`src/rtl/alu_share_arbiter_if.sv`:
```
// Request/response bundle between two ALU requesters and the shared-ALU arbiter.
// The slave modport is the arbiter side; master is the requester/monitor side.
interface alu_share_arbiter_if #(
    parameter int unsigned CNT_W = 16,
    parameter int unsigned WIDTH = 32
);
    logic             req0_valid_in;
    logic             req0_ready_out;
    logic [5:0]       req0_func_in;
    logic [WIDTH-1:0] req0_a_in;
    logic [WIDTH-1:0] req0_b_in;
    logic             req1_valid_in;
    logic             req1_ready_out;
    logic [5:0]       req1_func_in;
    logic [WIDTH-1:0] req1_a_in;
    logic [WIDTH-1:0] req1_b_in;
    logic             rsp0_valid_out;
    logic             rsp0_ready_in;
    logic             rsp1_valid_out;
    logic             rsp1_ready_in;
    logic [WIDTH-1:0] rsp_result_out;
    logic             rsp_branch_out;
    logic             rsp_jump_out;
    logic [CNT_W-1:0] conflict_cnt_out;

    modport slave (
        input  req0_valid_in, req0_func_in, req0_a_in, req0_b_in,
        input  req1_valid_in, req1_func_in, req1_a_in, req1_b_in,
        input  rsp0_ready_in, rsp1_ready_in,
        output req0_ready_out, req1_ready_out,
        output rsp0_valid_out, rsp1_valid_out,
        output rsp_result_out, rsp_branch_out, rsp_jump_out, conflict_cnt_out
    );

    modport master (
        output req0_valid_in, req0_func_in, req0_a_in, req0_b_in,
        output req1_valid_in, req1_func_in, req1_a_in, req1_b_in,
        output rsp0_ready_in, rsp1_ready_in,
        input  req0_ready_out, req1_ready_out,
        input  rsp0_valid_out, rsp1_valid_out,
        input  rsp_result_out, rsp_branch_out, rsp_jump_out, conflict_cnt_out
    );
endinterface

```
`src/rtl/alu_share_arbiter.sv`:
```
// Round-robin share of one Func-coded ALU between two requesters, with a
// one-entry registered response buffer and a saturating conflict counter.
module alu_share_arbiter #(
    parameter int unsigned CNT_W = 16,
    parameter int unsigned WIDTH = 32
) (
    input  logic               clk,
    input  logic               reset,
    alu_share_arbiter_if.slave bus
);
    localparam logic [5:0] F_ADD  = 6'b100000;
    localparam logic [5:0] F_ADDU = 6'b100001;
    localparam logic [5:0] F_SUB  = 6'b100010;
    localparam logic [5:0] F_SUBU = 6'b100011;
    localparam logic [5:0] F_AND  = 6'b100100;
    localparam logic [5:0] F_OR   = 6'b100101;
    localparam logic [5:0] F_XOR  = 6'b100110;
    localparam logic [5:0] F_NOR  = 6'b100111;
    localparam logic [5:0] F_SLT  = 6'b101010;
    localparam logic [5:0] F_SLTU = 6'b101011;
    localparam logic [5:0] F_BEQ  = 6'b001100;
    localparam logic [5:0] F_BNE  = 6'b001101;
    localparam logic [5:0] F_J    = 6'b001000;

    logic             full_q, full_d;
    logic             owner_q, owner_d;
    logic             last_q, last_d;
    logic [WIDTH-1:0] result_q, result_d;
    logic             branch_q, branch_d;
    logic             jump_q, jump_d;
    logic [CNT_W-1:0] cnt_q, cnt_d;

    logic             both_c, grant_vld_c, grant_c, drain_c, accept_c;
    logic [5:0]       func_c;
    logic [WIDTH-1:0] a_c, b_c, alu_o_c;
    logic             alu_br_c, alu_j_c;

    // Round-robin grant; a drain frees the buffer for a same-cycle accept.
    always_comb begin
        both_c      = bus.req0_valid_in & bus.req1_valid_in;
        grant_vld_c = bus.req0_valid_in | bus.req1_valid_in;
        grant_c     = both_c ? ~last_q : bus.req1_valid_in;
        drain_c     = full_q & (owner_q ? bus.rsp1_ready_in : bus.rsp0_ready_in);
        accept_c    = (~full_q | drain_c) & grant_vld_c;
    end

    always_comb begin
        func_c = grant_c ? bus.req1_func_in : bus.req0_func_in;
        a_c    = grant_c ? bus.req1_a_in    : bus.req0_a_in;
        b_c    = grant_c ? bus.req1_b_in    : bus.req0_b_in;
    end

    // Shared ALU: branch ops pass operand A through as O_out.
    always_comb begin
        alu_o_c  = '0;
        alu_br_c = 1'b0;
        alu_j_c  = 1'b0;
        case (func_c)
            F_ADD, F_ADDU: alu_o_c = a_c + b_c;
            F_SUB, F_SUBU: alu_o_c = a_c - b_c;
            F_AND:         alu_o_c = a_c & b_c;
            F_OR:          alu_o_c = a_c | b_c;
            F_XOR:         alu_o_c = a_c ^ b_c;
            F_NOR:         alu_o_c = ~(a_c | b_c);
            F_SLT:         alu_o_c = WIDTH'($signed(a_c) < $signed(b_c));
            F_SLTU:        alu_o_c = WIDTH'(a_c < b_c);
            F_BEQ: begin
                alu_o_c  = a_c;
                alu_br_c = (a_c == b_c);
            end
            F_BNE: begin
                alu_o_c  = a_c;
                alu_br_c = (a_c != b_c);
            end
            F_J: begin
                alu_o_c = a_c;
                alu_j_c = 1'b1;
            end
            default: alu_o_c = '0;
        endcase
    end

    always_comb begin
        full_d   = full_q;
        owner_d  = owner_q;
        last_d   = last_q;
        result_d = result_q;
        branch_d = branch_q;
        jump_d   = jump_q;
        cnt_d    = cnt_q;
        if (accept_c) begin
            full_d   = 1'b1;
            owner_d  = grant_c;
            last_d   = grant_c;
            result_d = alu_o_c;
            branch_d = alu_br_c;
            jump_d   = alu_j_c;
            if (both_c && !(&cnt_q)) begin
                cnt_d = cnt_q + CNT_W'(1);
            end
        end else if (drain_c) begin
            full_d = 1'b0;
        end
    end

    always_ff @(posedge clk or posedge reset) begin
        if (reset) begin
            full_q   <= 1'b0;
            owner_q  <= 1'b0;
            last_q   <= 1'b1;
            result_q <= '0;
            branch_q <= 1'b0;
            jump_q   <= 1'b0;
            cnt_q    <= '0;
        end else begin
            full_q   <= full_d;
            owner_q  <= owner_d;
            last_q   <= last_d;
            result_q <= result_d;
            branch_q <= branch_d;
            jump_q   <= jump_d;
            cnt_q    <= cnt_d;
        end
    end

    assign bus.req0_ready_out   = accept_c & ~grant_c;
    assign bus.req1_ready_out   = accept_c & grant_c;
    assign bus.rsp0_valid_out   = full_q & ~owner_q;
    assign bus.rsp1_valid_out   = full_q & owner_q;
    assign bus.rsp_result_out   = result_q;
    assign bus.rsp_branch_out   = branch_q;
    assign bus.rsp_jump_out     = jump_q;
    assign bus.conflict_cnt_out = cnt_q;
endmodule

```
`src/flat_wrapper.sv`:
```
// flat-port wrapper written by rule: the top's interface ports become plain ports
module alu_share_arbiter_flat 
#(
    parameter int unsigned CNT_W = 16,
    parameter int unsigned WIDTH = 32
)
  (clk, reset, bus_req0_valid_in, bus_req0_func_in, bus_req0_a_in, bus_req0_b_in, bus_req1_valid_in, bus_req1_func_in, bus_req1_a_in, bus_req1_b_in, bus_rsp0_ready_in, bus_rsp1_ready_in, bus_req0_ready_out, bus_req1_ready_out, bus_rsp0_valid_out, bus_rsp1_valid_out, bus_rsp_result_out, bus_rsp_branch_out, bus_rsp_jump_out, bus_conflict_cnt_out);
  alu_share_arbiter_if #(.CNT_W(CNT_W), .WIDTH(WIDTH)) bus_i ();
  input  logic clk;
  input  logic reset;
  input wire logic [$bits(bus_i.req0_valid_in)-1:0] bus_req0_valid_in;
  input wire logic [$bits(bus_i.req0_func_in)-1:0] bus_req0_func_in;
  input wire logic [$bits(bus_i.req0_a_in)-1:0] bus_req0_a_in;
  input wire logic [$bits(bus_i.req0_b_in)-1:0] bus_req0_b_in;
  input wire logic [$bits(bus_i.req1_valid_in)-1:0] bus_req1_valid_in;
  input wire logic [$bits(bus_i.req1_func_in)-1:0] bus_req1_func_in;
  input wire logic [$bits(bus_i.req1_a_in)-1:0] bus_req1_a_in;
  input wire logic [$bits(bus_i.req1_b_in)-1:0] bus_req1_b_in;
  input wire logic [$bits(bus_i.rsp0_ready_in)-1:0] bus_rsp0_ready_in;
  input wire logic [$bits(bus_i.rsp1_ready_in)-1:0] bus_rsp1_ready_in;
  output wire logic [$bits(bus_i.req0_ready_out)-1:0] bus_req0_ready_out;
  output wire logic [$bits(bus_i.req1_ready_out)-1:0] bus_req1_ready_out;
  output wire logic [$bits(bus_i.rsp0_valid_out)-1:0] bus_rsp0_valid_out;
  output wire logic [$bits(bus_i.rsp1_valid_out)-1:0] bus_rsp1_valid_out;
  output wire logic [$bits(bus_i.rsp_result_out)-1:0] bus_rsp_result_out;
  output wire logic [$bits(bus_i.rsp_branch_out)-1:0] bus_rsp_branch_out;
  output wire logic [$bits(bus_i.rsp_jump_out)-1:0] bus_rsp_jump_out;
  output wire logic [$bits(bus_i.conflict_cnt_out)-1:0] bus_conflict_cnt_out;
  assign bus_i.req0_valid_in = bus_req0_valid_in;
  assign bus_i.req0_func_in = bus_req0_func_in;
  assign bus_i.req0_a_in = bus_req0_a_in;
  assign bus_i.req0_b_in = bus_req0_b_in;
  assign bus_i.req1_valid_in = bus_req1_valid_in;
  assign bus_i.req1_func_in = bus_req1_func_in;
  assign bus_i.req1_a_in = bus_req1_a_in;
  assign bus_i.req1_b_in = bus_req1_b_in;
  assign bus_i.rsp0_ready_in = bus_rsp0_ready_in;
  assign bus_i.rsp1_ready_in = bus_rsp1_ready_in;
  assign bus_req0_ready_out = bus_i.req0_ready_out;
  assign bus_req1_ready_out = bus_i.req1_ready_out;
  assign bus_rsp0_valid_out = bus_i.rsp0_valid_out;
  assign bus_rsp1_valid_out = bus_i.rsp1_valid_out;
  assign bus_rsp_result_out = bus_i.rsp_result_out;
  assign bus_rsp_branch_out = bus_i.rsp_branch_out;
  assign bus_rsp_jump_out = bus_i.rsp_jump_out;
  assign bus_conflict_cnt_out = bus_i.conflict_cnt_out;
  alu_share_arbiter #(.CNT_W(CNT_W), .WIDTH(WIDTH)) u_core (.clk(clk), .reset(reset), .bus(bus_i));
endmodule
```
`config.mk`:
```
export PLATFORM = sky130hd
export DESIGN_NAME = alu_share_arbiter_flat
export DESIGN_NICKNAME = d
export VERILOG_FILES = /design/src/rtl/alu_share_arbiter_if.sv /design/src/rtl/alu_share_arbiter.sv /design/src/flat_wrapper.sv
export SDC_FILE = /design/constraint.sdc
export NUM_CORES = 1
export LEC_CHECK = 0
export CAP_MARGIN = 20
export CORE_MARGIN = 1
export CORE_UTILIZATION = 50
export CTS_CLUSTER_DIAMETER = 150
export CTS_CLUSTER_SIZE = 10
export DETAILED_ROUTE_END_ITERATION = 8
export HOLD_SLACK_MARGIN = 0.15
export PLACE_DENSITY = 0.88
export SLEW_MARGIN = 10
export SYNTH_ARGS = -nofsm -noshare
export SYNTH_HDL_FRONTEND = slang
export SYNTH_SLANG_ARGS = --single-unit
```
`constraint.sdc`:
```
create_clock -name clk -period 6.9 [get_ports clk]
set_input_delay 1.38 -clock clk [delete_from_list [all_inputs] [get_ports clk]]
set_output_delay 1.38 -clock clk [all_outputs]
set_load 0.005 [all_outputs]
```
==> results.ini, run 1 <==
[place]
placed_area_um2 = 10500
place_ws_ns = 0.887
port_buffers = 199
place_congestion = 0.980
hpwl_mm = 22.3
place_inst = 1473

[sta]
finalHoldViolations = 0
period_share_pct = 83.6
setup_violations = 0
fin_skew_ns = 0.0104
min_period_ns = 5.77
rsz0062_at_grt = no
max_slew_margin_pct = 30.8
holdWs_ns = 0.485
tightest_slew_ns = 1.04
layout_setup_ws_ns = 1.13
drv_slew = 0
fmax_mhz = 173
finalSetupTns_ns = 0

[worst_setup_path]
max_stage_delay_ns = 0.59
critPathRequiredTime_ns = 7.14
crit_top_cell = o31ai_1
worst-path-max-fanout = 26
end_kind = flop
critPathKind = primary input to flop
arrival_ns = 6.01
cp_slowest_cell = clkdlybuf4s50_1
start_kind = primary input
path_cells = clkdlybuf4s50_1 -> a21boi_4 -> buf_4 -> mux2_2 -> ha_1 -> nor2b_1 -> or4_1 -> o21ai_1 -> o31ai_1 -> a21o_1 -> a211oi_1 -> o31ai_1 -> o41a_1 -> a32oi_1

[power]
seq_power_share_pct = 19.8
power.switching_mw = 0.920
total_power_mw = 1.95
switching_share_pct = 47.2
p_leak_nw = 4.71
p_int_mw = 1.03
p_per_area_nw_per_um2 = 183
vdd.ir_drop.worst_mv = 0.122
pwr-share-clk_pct = 14.5
comb_power_share_pct = 65.6

[clock_tree]
post-cts-setup-buffers = 0
ctsResizeCount = 0
cts_root_buffer = clkbuf_16
cts_made_buffers = 5
clkSinkCount = 53
path_clk_slew_ns = 0.09
h-tree-depth = 2
hold_buffers = 0
clk_latency_ns = 0.32
clk_path_buf_depth = 2
cts_tree = yes

[run]
cap_violations = 0

[detailed_routing]
vias_per_cell = 6.29
first_pass_iters = 6
drc = 0
wl_per_cell_um = 20.0
via_count = 9316
wl_mm = 29.6
ant_nets = 0
drt_iter0_drc = 865

[floorplan]
die_h_um = 131
core_um2 = 16100
std_cell_rows = 46
initial_core_util_pct = 51.8
pin_count = 200
dieArea_um2 = 17200
die_w_um = 131

[final_layout]
area_growth_pct = 28.3
nets = 1509
fin_cells = 1481
regArea_um2 = 1330
fin_area_um2 = 10700
drive_gt1_share_pct = 8.38
fin_util_pct = 66.5
nFillCells = 1356
multi_input_area_um2 = 6390
diodes = 0

[global_route]
grt-ovfl-total = 0
grt_max_degree = 72
track_usage_pct = 34.5
grt_pass1_vias = 8960
grt_pass1_wl_mm = 46.1
antenna_found_initial = 0

[logic_synthesis]
avgSynthCellArea_um2 = 7.57
synth_edf_count = 0
synthTopCellsByCount = a21oi_1 (101), nor2_1 (101), nand2_1 (99), inv_1 (98), ha_1 (97)
ys_async_sr_fraction_pct = 100
yosys_most_used_dff = dfrtp_1
yosys-top-cells-area = dfrtp_1 (16%), ha_1 (15%), mux2_2 (6.5%), a21oi_1 (6.1%), nor2_1 (4.6%)
ys_warn_count = 0
yosysUniqueCellTypes = 84
syn_inst = 1099
synth_top_area_cell = dfrtp_1
synth_top_cell_area_share_pct = 15.6
syn_nets = 1344
netlist_area_um2 = 8320
synth.ff_latch_count = 53
seq_area_frac_synth_pct = 16.0

[hold_path]
hp-class = flop to flop

[run_status]
status = complete, no violations

==> cells by family (layout without fill, tap and decap cells) <==
kind of cell,count (synthesis),count (layout),share of synthesized area (%)
AO/OA/AOI/OAI,351,351,29.4
AND/OR/NAND/NOR,312,312,17.1
buffers and inverters,164,330,7.68
adder cells (fa/ha/maj),99,99,15.1
multiplexers,82,82,10.8
flip-flops,53,53,16.0
XOR/XNOR,38,38,4.00
==> state kept, by name, indices dropped and copies added (netlist names) <==
| name | cells |
|---|---|
| u_core.bus.rsp_jump_out | 1 |
| u_core.bus.rsp_branch_out | 1 |
| u_core.bus.rsp_result_out | 32 |
| u_core.bus.conflict_cnt_out | 16 |
| u_core.owner_q | 1 |
| u_core.last_q | 1 |
| u_core.full_q | 1 |
==> path summary, 6_finish.rpt <==
| kind | slack, ns | cells after the start | start | to |
|---|---|---|---|---|
| setup reg to reg | 2.48 | 13 | u_core.last_q | u_core.bus.rsp_result_out[30] |
| max in group asynchronous | 4.78 | 3 | reset | u_core.bus.conflict_cnt_out[10] |
| setup / recovery | 1.13 | 14 | bus_req1_valid_in | u_core.bus.rsp_result_out[30] |
| hold / removal | 0.49 | 2 | u_core.bus.rsp_result_out[10] | u_core.bus.rsp_result_out[10] |
| hold reg to reg | 0.49 | 2 | u_core.bus.rsp_result_out[10] | u_core.bus.rsp_result_out[10] |
| min in group asynchronous | 1.61 | 3 | reset | u_core.bus.rsp_result_out[3] |
==> metal layers <==
| metal | up-vias | GRT usage, % | wire length [um] |
|---|---|---|---|
| li1 | 4323 | - | - |
| met1 | 4361 | 43.5 | 12100 |
| met3 | 92 | 5.86 | 2850 |
| met2 | 540 | 58.6 | 13600 |
| met4 | 0 | 13.5 | 979 |
| met5 | - | 0 | 0 |
==> power by group through the flow <==
stage | sequential [mW] | clock, mW | combinational, mW
2_1_floorplan | 0.387 | 0 | 0.838
3_3_place_gp | 0.390 | 0 | 1.23
3_5_place_dp | 0.392 | 0 | 1.25
4_1_cts | 0.387 | 0.291 | 1.26
5_1_grt | 0.392 | 0.300 | 1.39
6_report | 0.387 | 0.284 | 1.28
==> final cells by class <==
type	instances	area share [%]
clock buffer	5	1.17
clock inverter	3	0.234
inverter	100	3.53
multi-input combinational	882	59.8
sequential	53	12.4
tap	216	2.53
timing repair buffer	222	20.3
==> placed cells by master, fill, tap and decap left out, drive strengths merged, types with 7 or more instances in the layout <==
master / n
a211oi: 17
a21o: 24
a21oi: 101
a221oi: 30
a22oi: 7
buf: 23
clkdlybuf4s50: 199
dfrtp: 52
ha: 97
inv: 100
mux2: 49
mux2i: 33
nand2: 99
nand2b: 7
nand3: 23
nand4: 13
nor2: 101
nor2b: 7
nor3: 25
o211ai: 10
o21ai: 55
o21bai: 9
o221ai: 11
o22ai: 8
o31ai: 15
xnor2: 31
xor2: 7
==> worst max-delay path: cells and delay by family <==
| kind | cells | cell delay (ns) |
|---|---|---|
| buffers and inverters | 2 | 1.02 |
| muxes | 1 | 0.43 |
| and+or+nand+nor | 2 | 0.56 |
| adders and majority gates | 1 | 0.52 |
| AOI/OAI and AO/OA | 8 | 2.05 |
(Power assumes the default switching activity.)
==> run 2: changes to the inputs <==
==> constraint.sdc (replaced) <==
create_clock -name clk -period 5.91 [get_ports clk]
set_input_delay 1.182 -clock clk [delete_from_list [all_inputs] [get_ports clk]]
set_output_delay 1.182 -clock clk [all_outputs]
set_load 0.005 [all_outputs]
==> run 2 against run 1 <==
Against the previous run:
- critical path depth unchanged
- via count up 1.4%
- highest routed layer unchanged
- non-clock buffer count up 31
- count of clock-buffer cells in the layout unchanged
- sequential power up 17%
- utilization up 1.6 points
- worst hold slack better by 0.0056 ns
- flip-flop and latch count unchanged
- largest power group unchanged
- clock power up 18%
==> results.ini, run 2 (synthesized netlist as in run 1, its figures left out) <==
[run_status]
status = complete, no violations

[sta]
fin_skew_ns = 0.0103
layout_setup_ws_ns = 0.445
finalSetupTns_ns = 0
fmax_mhz = 183
setup_violations = 0
drv_slew = 0
tightest_slew_ns = 0.779
rsz0062_at_grt = no
finalHoldViolations = 0
max_slew_margin_pct = 47.0
period_share_pct = 92.5
min_period_ns = 5.46

[floorplan]
pin_count = 200
initial_core_util_pct = 51.8
core_um2 = 16100
die_w_um = 131
die_h_um = 131
dieArea_um2 = 17200
std_cell_rows = 46

[global_route]
track_usage_pct = 36.0
grt-ovfl-total = 0
grt_max_degree = 54
grt_pass1_vias = 9008
antenna_found_initial = 0
grt_pass1_wl_mm = 47.6

[worst_setup_path]
worst-path-max-fanout = 26
path_cells = clkdlybuf4s50_1 -> a21boi_4 -> buf_12 -> mux2i_1 -> inv_1 -> ha_1 -> or4_4 -> a21boi_2 -> o311ai_4 -> a2111oi_4 -> o211ai_2 -> mux2_4 -> a221oi_2 -> a21oi_1
max_stage_delay_ns = 0.59
critPathRequiredTime_ns = 6.10
end_kind = flop
arrival_ns = 5.65
critPathKind = primary input to flop
start_kind = primary input
cp_slowest_cell = clkdlybuf4s50_1

[power]
seq_power_share_pct = 19.1
comb_power_share_pct = 66.7
total_power_mw = 2.36
power.switching_mw = 1.11
pwr-share-clk_pct = 14.2
p_leak_nw = 4.86
p_int_mw = 1.26
p_per_area_nw_per_um2 = 216
vdd.ir_drop.worst_mv = 0.189
switching_share_pct = 46.8

[final_layout]
nFillCells = 1367
regArea_um2 = 1330
largest_reg_flops = 32
nets = 1540
layout_commonest_cell = clkdlybuf4s50_1
diodes = 0
most-common-layout-cells = clkdlybuf4s50_1 (199), nor2_1 (101), a21oi_1 (101)
drive_gt1_share_pct = 10.6
multi_input_area_um2 = 6390
area_growth_pct = 31.4

[detailed_routing]
wl_per_cell_um = 20.5
vias_per_cell = 6.25
via_count = 9443
drc = 0
ant_nets = 0
drt_iter0_drc = 1071
wl_mm = 30.9
first_pass_iters = 5

[clock_tree]
ctsResizeCount = 0
h-tree-depth = 2
cts_made_buffers = 5
clkSinkCount = 53
clk_path_buf_depth = 2
post-cts-setup-buffers = 0
clk_latency_ns = 0.32
path_clk_slew_ns = 0.09
cts_tree = yes
cts_root_buffer = clkbuf_16
hold_buffers = 0

[place]
hpwl_mm = 23.5
place_ws_ns = 0.185
port_buffers = 199
place_congestion = 0.971

[hold_path]
hp-class = flop to flop

[run]
cap_violations = 0

[run 2: cell count changes in the layout (fill, tap and decap cells not counted), sizes merged]
cell	previous run	this run
buf	23	54
clkinv	2	1
inv	100	101
[run 2: cell type report]
type / count / area share (%)
clock buffers: 5 / 1.14
clock inverters: 3 / 0.229
inverters: 100 / 3.44
repair buffers: 253 / 22.1
flip-flops and latches: 53 / 12.1
well taps: 216 / 2.47
multi-input cells: 882 / 58.4
[run 2: path summary, 6_finish.rpt]
check / start / endpoint / slack [ns] / depth (start not counted)
worst max register to register: u_core.last_q / u_core.bus.rsp_result_out[25] / 1.58 / 13
worst max-delay path: bus_req1_valid_in / u_core.bus.rsp_result_out[25] / 0.45 / 14
worst min-delay path: u_core.bus.rsp_result_out[3] / u_core.bus.rsp_result_out[3] / 0.49 / 2
max in group asynchronous: reset / u_core.bus.rsp_result_out[0] / 3.96 / 3
min in group asynchronous: reset / u_core.bus.rsp_result_out[4] / 1.42 / 3
worst min register to register: u_core.bus.rsp_result_out[3] / u_core.bus.rsp_result_out[3] / 0.49 / 2
[run 2: power groups by stage]
stage	Sequential [mW]	Clock, mW	Combinational (mW)
floorplan	0.452	0	0.978
global placement	0.456	0	1.52
detailed placement	0.457	0	1.53
CTS	0.450	0.337	1.54
global route	0.457	0.350	1.70
finish	0.452	0.336	1.57
[run 2: stage by stage]
step / hold slack [ns] / instances / utilization, % / cell area (um^2)
2_1_floorplan: 0.459 / 1099 / - / 8320
3_3_place_gp: 0.461 / 1504 / 67.2 / 10800
3_5_place_dp: 0.474 / 1504 / 67.2 / 10800
4_1_cts: 0.495 / 1512 / 68.1 / 10900
5_1_grt: 0.511 / 1512 / 68.1 / 10900
6_report: 0.491 / 1512 / 68.1 / 10900
[run 2: per-layer routing]
layer  vias to the layer above  part of all wire (%)  GRT usage [%]  wire length (um)
met5                         -                     0              0                 0
met4                         0                   3.3           14.5              1020
met3                        82                    10           6.47              3150
li1                       4386                     -              -                 -
met2                       590                    45           59.6             14000
met1                      4385                    41           46.2             12800
[run 2: critical path: cells and delay by family]
| kind | cells | cell delay [ns] |
|---|---|---|
| buffers and inverters | 3 | 0.97 |
| AO/OA/AOI/OAI | 7 | 1.90 |
| multiplexers | 2 | 0.64 |
| adder cells (fa/ha/maj) | 1 | 0.40 |
| AND/OR/NAND/NOR | 1 | 0.57 |
==> run 3: changes to the inputs <==
--- a/config.mk
+++ b/config.mk
@@ -5,7 +5,6 @@
 export SDC_FILE = /design/constraint.sdc
 export NUM_CORES = 1
 export LEC_CHECK = 0
-export CAP_MARGIN = 20
 export CORE_MARGIN = 1
 export CORE_UTILIZATION = 50
 export CTS_CLUSTER_DIAMETER = 150
==> results of run 3 <==
Same layout as run 2: the final DEF is identical, and so are final timing and power.
